`config.mk`:
```
export PLATFORM = sky130hd
export DESIGN_NAME = alu_pipe_arith
export DESIGN_NICKNAME = d
export VERILOG_FILES = /design/src/rtl/alu_pipe_arith.sv
export SDC_FILE = /design/constraint.sdc
export NUM_CORES = 1
export LEC_CHECK = 0
export ABC_AREA = 1
export BUFFER_PORTS_ARGS = -buffer_cell sky130_fd_sc_hd__buf_4
export CORE_ASPECT_RATIO = 1.4
export CORE_MARGIN = 2
export CORE_UTILIZATION = 45
export DETAILED_ROUTE_END_ITERATION = 12
export GPL_TIMING_DRIVEN = 0
export PLACE_DENSITY = 0.71
export SKIP_CTS_REPAIR_TIMING = 1
export SKIP_LAST_GASP = 1
export SLEW_MARGIN = 25
export SYNTH_ARGS = -nofsm -noshare
export SYNTH_HDL_FRONTEND = slang
export SYNTH_SLANG_ARGS = --single-unit
```
`constraint.sdc`:
```
create_clock -name clk -period 6.8 [get_ports clk]
set_clock_uncertainty 0.05 [all_clocks]
set_input_delay 0 -clock clk [delete_from_list [all_inputs] [get_ports clk]]
set_output_delay 0 -clock clk [all_outputs]
set_load 0.03 [all_outputs]
```
`src/rtl/alu_pipe_arith.sv`:
```
// -----------------------------------------------------------------------------
// alu_pipe_arith
//   Pipelined integer ALU: ADD / SUB / AND / OR / XOR with carry, signed
//   overflow, zero, negative and illegal-opcode flags. The operation is
//   evaluated combinationally in front of stage 0; stages 1..PIPE_DEPTH-1 are
//   plain delay registers. The result is visible PIPE_DEPTH cycles after the
//   beat is accepted.
//
// Parameters
//   WIDTH       operand/result width (>= 2)
//   PIPE_DEPTH  register stages between accept and output (1..4)
//
// Optional feature macro
//   ALU_SAT_EN  when defined, ADD/SUB results that overflow are clamped to the
//               signed max/min; when undefined, they wrap modulo 2^WIDTH.
//
// Ports
//   clk        clock, all state updates on the rising edge
//   rst_n      synchronous active-low reset
//   en         pipeline enable, 0 freezes every stage
//   in_valid   operand beat valid       in_ready  block accepts a beat
//   a, b       operands                 opcode    000 ADD 001 SUB 010 AND
//                                                 011 OR  100 XOR 101-111 illegal
//   out_valid  result beat valid        out_ready consumer accepts result
//   result     operation result
//   flag_c     carry-out (ADD) / not-borrow (SUB)
//   flag_v     signed overflow (ADD/SUB)
//   flag_z     result == 0              flag_n    result MSB
//   illegal    opcode was 101..111
//
// Handshake: a beat moves on a rising edge when valid and ready are both high
// in the cycle before that edge. The whole pipe advances as one unit
// (advance = en & (~out_valid | out_ready)), so in_ready is that same signal;
// empty slots are carried as bubbles and are never collapsed.
// -----------------------------------------------------------------------------
module alu_pipe_arith #(
    parameter int WIDTH      = 16,
    parameter int PIPE_DEPTH = 2
) (
    input  logic             clk,
    input  logic             rst_n,
    input  logic             en,
    input  logic             in_valid,
    output logic             in_ready,
    input  logic [WIDTH-1:0] a,
    input  logic [WIDTH-1:0] b,
    input  logic [2:0]       opcode,
    output logic             out_valid,
    input  logic             out_ready,
    output logic [WIDTH-1:0] result,
    output logic             flag_c,
    output logic             flag_v,
    output logic             flag_z,
    output logic             flag_n,
    output logic             illegal
);
    localparam int MSB = WIDTH - 1;

    localparam logic [2:0] OP_ADD = 3'b000;
    localparam logic [2:0] OP_SUB = 3'b001;
    localparam logic [2:0] OP_AND = 3'b010;
    localparam logic [2:0] OP_OR  = 3'b011;
    localparam logic [2:0] OP_XOR = 3'b100;

    typedef struct packed {
        logic             valid;
        logic [WIDTH-1:0] result;
        logic             c;
        logic             v;
        logic             z;
        logic             n;
        logic             ill;
    } beat_t;

    beat_t            beat_d;
    beat_t            stage_q [PIPE_DEPTH];
    logic             advance;
    logic             is_sub;
    logic [WIDTH-1:0] b_eff;
    logic [WIDTH:0]   sum;
    logic [WIDTH-1:0] res_d;
    logic             c_d;
    logic             v_d;
    logic             ill_d;

    assign advance  = en & (~out_valid | out_ready);
    assign in_ready = advance;

    // Stage-0 evaluation. SUB reuses the adder as a + ~b + 1, so the carry
    // out is the not-borrow bit and the overflow test uses the inverted b.
    always_comb begin
        is_sub = (opcode == OP_SUB);
        b_eff  = is_sub ? ~b : b;
        sum    = {1'b0, a} + {1'b0, b_eff} + {{WIDTH{1'b0}}, is_sub};
        res_d  = '0;
        c_d    = 1'b0;
        v_d    = 1'b0;
        ill_d  = 1'b0;
        case (opcode)
            OP_ADD, OP_SUB: begin
                c_d = sum[WIDTH];
                v_d = (a[MSB] == b_eff[MSB]) & (sum[MSB] != a[MSB]);
`ifdef ALU_SAT_EN
                // Overflow direction follows a's sign: positive operands
                // overflow upward, negative ones downward.
                if (v_d) begin
                    res_d = a[MSB] ? {1'b1, {MSB{1'b0}}} : {1'b0, {MSB{1'b1}}};
                end else begin
                    res_d = sum[MSB:0];
                end
`else
                res_d = sum[MSB:0];
`endif
            end
            OP_AND:  res_d = a & b;
            OP_OR:   res_d = a | b;
            OP_XOR:  res_d = a ^ b;
            default: ill_d = 1'b1;
        endcase

        // Bubbles carry an all-zero payload so idle outputs read as zero.
        beat_d = '0;
        if (in_valid) begin
            beat_d.valid  = 1'b1;
            beat_d.result = res_d;
            beat_d.c      = c_d;
            beat_d.v      = v_d;
            beat_d.z      = (res_d == '0);
            beat_d.n      = res_d[MSB];
            beat_d.ill    = ill_d;
        end
    end

    always_ff @(posedge clk) begin
        if (!rst_n) begin
            for (int i = 0; i < PIPE_DEPTH; i++) begin
                stage_q[i] <= '0;
            end
        end else if (advance) begin
            stage_q[0] <= beat_d;
            for (int i = 1; i < PIPE_DEPTH; i++) begin
                stage_q[i] <= stage_q[i-1];
            end
        end
    end

    assign out_valid = stage_q[PIPE_DEPTH-1].valid;
    assign result    = stage_q[PIPE_DEPTH-1].result;
    assign flag_c    = stage_q[PIPE_DEPTH-1].c;
    assign flag_v    = stage_q[PIPE_DEPTH-1].v;
    assign flag_z    = stage_q[PIPE_DEPTH-1].z;
    assign flag_n    = stage_q[PIPE_DEPTH-1].n;
    assign illegal   = stage_q[PIPE_DEPTH-1].ill;

endmodule

```
==> impl_metrics.tcl, run 1 <==
set metrics [dict create \
    hold_end "stage_q[0][3]$_SDFFCE_PN0P_" \
    grt_max_degree 23 \
    top_register "stage_q" \
    first_pass_iters 4 \
    slew_viol_final 0 \
    via_count 3219 \
    ys_warn_count 0 \
    dieArea_um2 9220 \
    fmax_mhz 324 \
    ys_seq_area_share_pct 33.1 \
    slew_headroom_pct 61.4 \
    cp_data_arrival_time_ps 3180 \
    stdcell_area_um2 4560 \
    grt_pass1_vias 3166 \
    power_uw 787 \
    clockBufferDepth 2 \
    crit_type "input pin to register" \
    leakagePower_nw 2.38 \
    setup_tns_ps 0 \
    clk_latency_ps 280 \
    use_met1_pct 21.5 \
    peakVddDrop_mv 0.163 \
    synth_flop_cell "edfxtp_1" \
    r2r.worst_path.cells 11 \
    port_buffers 62 \
    most-common-layout-cells "86 x inv_1, 85 x nand2_1, 79 x buf_4" \
    hpwlAfterDp_mm 6.85 \
    largest_reg_flops 42 \
    worst_r2r_startpoint "stage_q[0][43]$_SDFFCE_PN0P_" \
    outcome "complete, no violations" \
    remaining_drc_errors 0 \
    synth_nets 571 \
    top_regs "stage_q x42" \
    antenna_left 0 \
    final_nets 641 \
    path_max_fanout 10 \
    cap_violations 0 \
    start_util_pct 46.4 \
    synth_cell_types 36 \
    grt_pass1_wl_mm 14.1 \
    async_reset_ff_share_pct 0 \
    drive_gt1_share_pct 20.9 \
    setup_viol 0 \
    placed_cell_area_um2 4430 \
    grtUsageMet2_pct 36.6 \
    grt-busiest-layer "met2" \
    wirelength_mm 8.35 \
    grt_use_total_pct 19.7 \
    powerDensity_nw_per_um2 172 \
    clk_pin_slew_ps 50 \
    synth_seq_cells 42 \
    core_um2 8200 \
    min-delay-start "a[15]" \
    use_met3_pct 1.99 \
    die_y_um 113 \
    cts-root-buf "clkbuf_16" \
    hp-class "input pin to register" \
    critPathCaptureType "register" \
    synth_edf_count 42 \
    reg2reg_slack_ps 4870 \
    cts.sinks 42 \
    period_share_pct 45.4 \
    cts_tree "built" \
    gp_congestion 0.840 \
    worst_setup_path_start_kind "input pin" \
    antenna_found_initial 0 \
    layout_commonest_cell "inv_1" \
    period_needed_ps 3090 \
    grt_overflow_total 0 \
    rows 39 \
    syn_area_um2 3810 \
    avgSynthCellArea_um2 7.92 \
    finalHoldViolCount 0 \
    drt_first_iter_violations 172 \
    rsz0062_at_grt "no" \
    cts_buffers 5 \
    die_w_um 81.7 \
    rr_endpoint "stage_q[0][2]$_SDFFCE_PN0P_" \
    antenna_cells 0 \
    pin_count 63 \
    area_growth_pct 19.8 \
    viasPerCell 4.93 \
    holdWs_ps 19.7 \
    wl_per_cell_um 12.8 \
    cp.required_ps 6900 \
    syn-instance-count 481 \
    tightest_slew_ps 579 \
    holdPathStages 2 \
    htreeDepth 2 \
]
==> power breakdown <==
group	switching (mW)	internal, mW
combinational	0.159	0.103
sequential	0.00431	0.304
clock	0.0829	0.134
==> worst max-delay path, cell delays in order <==
cell and delay (ps):
buf_4 130, inv_2 90, nand2_1 110, nor2_2 390
buf_2 420, xor2_1 170, fa_1 480, or2_2 320
nand3_1 70, nand2_1 50, nor2_1 200, nand2_1 90
nor2_1 90, nand2_1 80, nor2_1 90, nand3_1 80
nor2_1 170, nand2_1 80, nor2_1 80
==> per-stage QoR <==
step | setup slack [ps] | cells | util [%]
4_1_cts | 3730 | 653 | 55.7
2_1_floorplan | 4280 | 481 | -
5_1_grt | 3500 | 653 | 55.7
6_report | 3710 | 653 | 55.7
3_3_place_gp | 3480 | 645 | 53.7
3_5_place_dp | 3440 | 646 | 54.0
==> kinds of logic (layout without fill, tap and decap cells) <==
group	after synthesis	count (layout)	synth area share, %
compound gates	51	51	8.58
buf+inv	113	183	13.2
xor+xnor	15	15	3.45
flops	42	42	33.1
fa+ha+maj	50	50	16.6
simple gates	210	210	25.0
==> cell usage after synthesis, types with 2 or more instances <==
master    count  area (um2)
inv_1        86         323
nand2_1      86         323
nor2_1       60         225
ha_1         49         613
edfxtp_1     42        1260
nand3_1      30         150
a21oi_1      26         130
buf_4        17         128
xor2_1       15         131
nand2_2       7        43.8
a221oi_1      6        52.6
nand3b_1      6        45.0
nor3_1        5        25.0
o21ai_0       5        25.0
clkbuf_1      4        15.0
nand3_2       4        40.0
a221oi_2      3        45.0
inv_2         3        11.3
nand2_4       3        33.8
o21ai_1       3        15.0
buf_6         2        22.5
nand4_1       2        12.5
nor2_2        2        12.5
o211ai_1      2        15.0
or2_2         2        12.5
==> routing by layer <==
layer | vias up | share of wire [%]
met3 | 16 | 3.5
li1 | 1675 | -
met4 | 0 | 2.6
met1 | 1448 | 39
met5 | - | 0
met2 | 80 | 55
==> worst max-delay path by stage <==
stage                          from                     endpoint  slack [ps]  cells past startpoint
after floorplan           opcode[2]  stage_q[0][2]$_SDFFCE_PN0P_        4280                     18
after global placement    opcode[2]  stage_q[0][2]$_SDFFCE_PN0P_        3480                     19
after detailed placement  opcode[2]  stage_q[0][2]$_SDFFCE_PN0P_        3440                     19
after CTS                 opcode[2]  stage_q[0][2]$_SDFFCE_PN0P_        3730                     19
after global routing      opcode[2]  stage_q[0][2]$_SDFFCE_PN0P_        3500                     19
final                     opcode[2]  stage_q[0][2]$_SDFFCE_PN0P_        3710                     19
==> area by class of cell <==
class	count	area, um2
plain buffers	24	170
clock buffers	7	133
fillers	755	3630
inverters	89	334
multi-input cells	326	2040
flip-flops and latches	42	1260
well taps	102	128
repair buffers	63	493
No activity file was read; power rests on OpenSTA's default activity.
==> inputs of run 2 (changes only) <==
Settings changed: ABC_AREA 1 to 0, PLACE_DENSITY 0.71 to 0.74.
Clock period 6.8 ns to 2.55 ns, I/O delays scaled along.
==> run 2 against run 1 <==
Against the previous run:
- the run now ends with setup timing left
- sequential share of layout area shrank 3.1 points
- combinational power grew to 3.5 times the previous value
- global-route usage shrank 1.8 points
- flip-flop and latch count is the same
- routed wire length grew 1.0%
- design area grew 12%
- count of clock-buffer cells in the layout is the same
- highest routed layer unchanged
==> impl_metrics.tcl, run 2 <==
set metrics [dict create \
    outcome "finished with violations" \
    violations "setup timing" \
    synth_edf_count 42 \
    top_register "stage_q" \
    period_share_pct 125 \
    instances_no_fill 599 \
    synth_cell_types 55 \
    start_util_pct 45.7 \
    synth.top_cell.area_share_pct 34.3 \
    crit_end "stage_q[0][19]$_SDFFCE_PN0P_" \
    rr_endpoint "stage_q[0][2]$_SDFFCE_PN0P_" \
    yosysMostFrequentCell "ha_1" \
    wirelength_mm 8.43 \
    cp.required_ps 2510 \
    die_y_um 111 \
    drive_gt1_share_pct 35.2 \
    crit_path_start "opcode[2]" \
    ys_top_cells_by_area "edfxtp_1 34%, ha_1 17%, xnor2_1 5.0%" \
    synth_seq_cells 42 \
    top_regs "stage_q x42" \
    m1WireLength_mm 3.15 \
    synth_area_leader_cell "edfxtp_1" \
    worst_slack_ps -626 \
    pin_count 63 \
    wl_met3_um 374 \
    peakVddDrop_mv 0.396 \
    hpwlAfterDp_mm 6.29 \
    remaining_drc_errors 0 \
    cap_violations 0 \
    antenna_left 0 \
    critPathCaptureType "register" \
    dieArea_um2 8930 \
    core_um2 8050 \
    dr.max_layer_used "met4" \
    port_buffers 61 \
    worst_setup_path_start_kind "input pin" \
    avgSynthCellArea_um2 9.30 \
    clockBufferDepth 2 \
    slew_viol_final 0 \
    tightest_slew_ps 787 \
    viasPerCell 5.21 \
    rows 39 \
    gp_congestion 0.935 \
    drt_first_iter_violations 109 \
    layout_commonest_cell "buf_4" \
    die_w_um 80.5 \
    finalHoldViolCount 0 \
    dpl_worst_slack_ps -1090 \
    crit_type "input pin to register" \
    placed_cells 560 \
    setup_viol 12 \
    path_max_fanout 6 \
    grt_use_total_pct 17.9 \
    synth_flop_cell "edfxtp_1" \
    antenna_found_initial 0 \
    clk_pin_slew_ps 50 \
    clk_latency_ps 270 \
    grt_max_degree 26 \
    final_nets 586 \
    rsz0062_at_grt "yes" \
    async_reset_ff_share_pct 0 \
    slew_headroom_pct 47.3 \
    synth_nets 486 \
    syn_area_um2 3680 \
    cp_data_arrival_time_ps 3140 \
    worst_r2r_startpoint "stage_q[0][43]$_SDFFCE_PN0P_" \
    leakagePower_nw 2.28 \
    htreeDepth 2 \
    first_pass_iters 4 \
    grt_pass1_vias 2878 \
    min-delay-start "opcode[1]" \
    cts-root-buf "clkbuf_16" \
    cts_buffers 5 \
    grt_overflow_total 0 \
    fin_util_pct 63.7 \
    fmax_mhz 315 \
    largest_reg_flops 42 \
    cts.sinks 42 \
    powerDensity_nw_per_um2 471 \
    area_growth_pct 39.3 \
    period_needed_ps 3180 \
    power_mw 2.41 \
    ys_seq_area_share_pct 34.3 \
    antenna_cells 0 \
    syn-instance-count 396 \
    wl_met2_mm 4.69 \
    hp-class "input pin to register" \
    via_count 3120 \
    holdPathStages 3 \
    ys_warn_count 0 \
    cts_tree "built" \
    reg2reg_slack_ps 410 \
    r2r.worst_path.cells 8 \
    grt_pass1_wl_mm 12.7 \
    most-common-layout-cells "103 x buf_4, 42 x edfxtp_1, 41 x inv_1, 41 x ha_1, 27 x and2_1" \
    yosys-top-cells-count "49 x ha_1, 42 x edfxtp_1, 41 x inv_1" \
    wl_per_cell_um 14.1 \
]
==> run 2: routing by layer <==
layer / vias up / track usage (%)
met5: - / 0
li1: 1572 / -
met3: 17 / 1.47
met1: 1431 / 20.5
met2: 100 / 33.4
met4: 0 / 6.55
==> run 2: worst min path at each step <==
stage | slack, ps | to
global placement | 300 | in_ready
detailed placement | 310 | in_ready
floorplan | 170 | in_ready
finish | 130 | stage_q[0][0]$_SDFFCE_PN0P_
CTS | 120 | stage_q[0][0]$_SDFFCE_PN0P_
global route | 180 | stage_q[0][0]$_SDFFCE_PN0P_
==> run 2: cell families after synthesis <==
logic type	Yosys count	share of synthesized area, %
AO/OA/AOI/OAI	94	17.0
XOR/XNOR	26	6.18
adder cells (fa/ha/maj)	50	17.2
buffers and inverters	72	9.17
flip-flops	42	34.3
multiplexers	1	0.272
AND/OR/NAND/NOR	111	15.9
==> run 2: cell type report <==
class,count,area [um2]
Multi-Input combinational cell,282,2430
Sequential cell,42,1260
Clock buffer,7,133
Timing Repair Buffer,94,773
Inverter,41,154
Buffer,30,218
Clock inverter,1,30.0
Fill cell,651,2920
Tap cell,102,128
==> run 2: stage by stage <==
stage	instance area, um2	TNS [ps]	hold WS, ps
4_1_cts	4550	-6580	120
3_5_place_dp	4380	-11100	315
2_1_floorplan	3770	-3020	172
5_1_grt	5130	-5880	177
3_3_place_gp	4350	-11160	300
6_report	5130	-4510	127
==> run 2: critical path, stage by stage <==
cell      delay (ps)
buf_8            110
buf_8            120
or2_4            260
buf_8            130
nor2_4           180
buf_4            150
buf_6             80
buf_6             80
buf_4            100
xnor2_2           70
ha_4             310
nand3_2          100
or4_4            560
nand2_4           90
o221a_4          200
o21ai_4           60
a21boi_2         200
buf_4            140
o31a_1           130
nor2_1            40
==> run 2: where the power goes <==
group	internal (mW)	leakage, nW	switching [mW]
registers	0.811	0.461	0.00979
clock network	0.462	0.0781	0.216
logic	0.431	1.75	0.485
total	1.70	2.28	0.711
==> inputs of run 3 (changes only) <==
--- a/config.mk
+++ b/config.mk
@@ -15,2 +15,3 @@
 export PLACE_DENSITY = 0.74
+export RECOVER_POWER = 50
 export SKIP_CTS_REPAIR_TIMING = 1
==> constraint.sdc (replaced) <==
create_clock -name clk -period 2.55 [get_ports clk]
set_clock_uncertainty 0.05 [all_clocks]
set_input_delay 0.3825 -clock clk [delete_from_list [all_inputs] [get_ports clk]]
set_output_delay 0.3825 -clock clk [all_outputs]
set_load 0.03 [all_outputs]
==> run 3 against run 2 <==
Against the previous run:
- the flow still finishes with violations (setup timing)
- via count increased by 1.6%
- sequential power barely moved
- sequential share of layout area grew 0.55 points
- die area is the same
- critical path depth is 4 lower
- count of clock-buffer cells in the layout fell by 2
==> impl_metrics.tcl, run 3 (same netlist as run 2, synthesis figures left out) <==
set metrics [dict create \
    tightest_slew_ps 961 \
    placed_cells 560 \
    dieArea_um2 8930 \
    htreeDepth 2 \
    rsz0062_at_grt "yes" \
    cp_data_arrival_time_ps 3550 \
    clk_latency_ps 270 \
    grt_overflow_total 0 \
    rr_endpoint "stage_q[0][2]$_SDFFCE_PN0P_" \
    drive_gt1_share_pct 31.4 \
    port_buffers 61 \
    grt_use_total_pct 18.2 \
    leakagePower_nw 2.15 \
    hold_end "stage_q[0][31]$_SDFFCE_PN0P_" \
    layout_commonest_cell "buf_4" \
    remaining_drc_errors 0 \
    period_share_pct 137 \
    crit_type "input pin to register" \
    cap_violations 0 \
    worst_setup_path_start_kind "input pin" \
    most-common-layout-cells "77 x buf_4, 43 x ha_1, 42 x edfxtp_1" \
    reg2reg_slack_ps 260 \
    top_regs "stage_q x42" \
    antenna_left 0 \
    start_util_pct 45.7 \
    first_pass_iters 4 \
    drt_first_iter_violations 122 \
    pin_count 63 \
    min-delay-start "stage_q[0][9]$_SDFFCE_PN0P_" \
    gp_congestion 0.944 \
    antenna_found_initial 0 \
    instances_no_fill 592 \
    via_count 3169 \
    worst_r2r_startpoint "stage_q[0][43]$_SDFFCE_PN0P_" \
    top_register "stage_q" \
    largest_reg_flops 42 \
    slew_headroom_pct 35.7 \
    grt_pass1_vias 2933 \
    r2r.worst_path.cells 8 \
    cts.sinks 42 \
    die_y_um 111 \
    final_nets 579 \
    cp.required_ps 2600 \
    hpwlAfterDp_mm 6.47 \
    fmax_mhz 285 \
    powerDensity_nw_per_um2 458 \
    antenna_cells 0 \
    viasPerCell 5.35 \
    die_w_um 80.5 \
    power_mw 2.30 \
    core_um2 8050 \
    outcome "finished with violations" \
    peakVddDrop_mv 0.361 \
    wirelength_mm 8.88 \
    grt_pass1_wl_mm 12.8 \
    wl_per_cell_um 15.0 \
    clk_pin_slew_ps 50 \
    violations "setup timing" \
    critPathCaptureType "register" \
    period_needed_ps 3500 \
    slew_viol_final 0 \
    cts_tree "built" \
    worst_slack_ps -954 \
    cts-root-buf "clkbuf_16" \
    area_growth_pct 36.3 \
    rows 39 \
    hp-class "register to register" \
    holdPathStages 1 \
    clockBufferDepth 2 \
    setup_viol 16 \
    finalHoldViolCount 0 \
    cts_buffers 5 \
    holdWs_ps 465 \
    path_max_fanout 6 \
    grt_max_degree 26 \
]
run 3: cell count changes in the layout (fill, tap and decap cells not counted), moves of 3 or more:
cell	change
a21oi_1	-4
a21oi_2	+4
and2_0	+17
and2_1	-17
buf_4	-26
clkbuf_1	+20
clkinv_1	+3
o21ai_1	-3
run 3: layout make-up:
type | instances | area [um2]
Clock buffer | 5 | 125
Multi-Input combinational cell | 282 | 2470
Timing Repair Buffer | 88 | 651
Inverter | 41 | 154
Fill cell | 660 | 3030
Sequential cell | 42 | 1260
Buffer | 29 | 215
Clock inverter | 3 | 11.3
Tap cell | 102 | 128
run 3: how the worst max path moves through the flow:
stage          slack, ps  startpoint                          end  cells past startpoint
2_1_floorplan       -880   opcode[2]  stage_q[0][2]$_SDFFCE_PN0P_                     15
3_3_place_gp       -1500   opcode[2]  stage_q[0][2]$_SDFFCE_PN0P_                     16
4_1_cts            -1230   opcode[2]  stage_q[0][2]$_SDFFCE_PN0P_                     16
3_5_place_dp       -1490   opcode[2]  stage_q[0][2]$_SDFFCE_PN0P_                     16
5_1_grt            -1110   opcode[2]  stage_q[0][2]$_SDFFCE_PN0P_                     16
6_report            -950   opcode[2]  stage_q[0][2]$_SDFFCE_PN0P_                     16
run 3: where the power goes:
part | internal, mW | leakage, nW | total [mW] | switching (mW)
combinational | 0.411 | 1.62 | 0.916 | 0.505
clock | 0.351 | 0.0663 | 0.559 | 0.208
sequential | 0.811 | 0.461 | 0.821 | 0.00960
run 3: metal layers:
metal / global-route usage, % / wire length (um) / vias to the layer above
met3: 2.44 / 519 / 29
met4: 7.68 / 395 / 0
met2: 34.8 / 4860 / 111
met5: 0 / 0 / -
met1: 19.3 / 3100 / 1470
li1: - / - / 1559
run 3: metrics by stage:
stage / worst slack (ps) / instance area [um2] / TNS [ps] / utilization (%)
finish: -954 / 5020 / -8700 / 62.3
global route: -1110 / 5020 / -10080 / 62.3
CTS: -1230 / 4520 / -13380 / 56.1
detailed placement: -1490 / 4380 / -18240 / 54.5
global placement: -1500 / 4350 / -18170 / 54.1
floorplan: -877 / 3770 / -8590 / -
run 3: worst max-delay path, stage by stage:
cell	delay [ps]
buf_8	110
buf_8	120
or2_4	260
buf_8	130
nor2_4	140
buf_12	150
xnor2_4	80
fa_2	440
a211o_1	360
a21oi_2	140
o211ai_1	140
nor4_2	250
o2111ai_1	190
nor3_2	270
o311ai_2	150
nor4_2	220
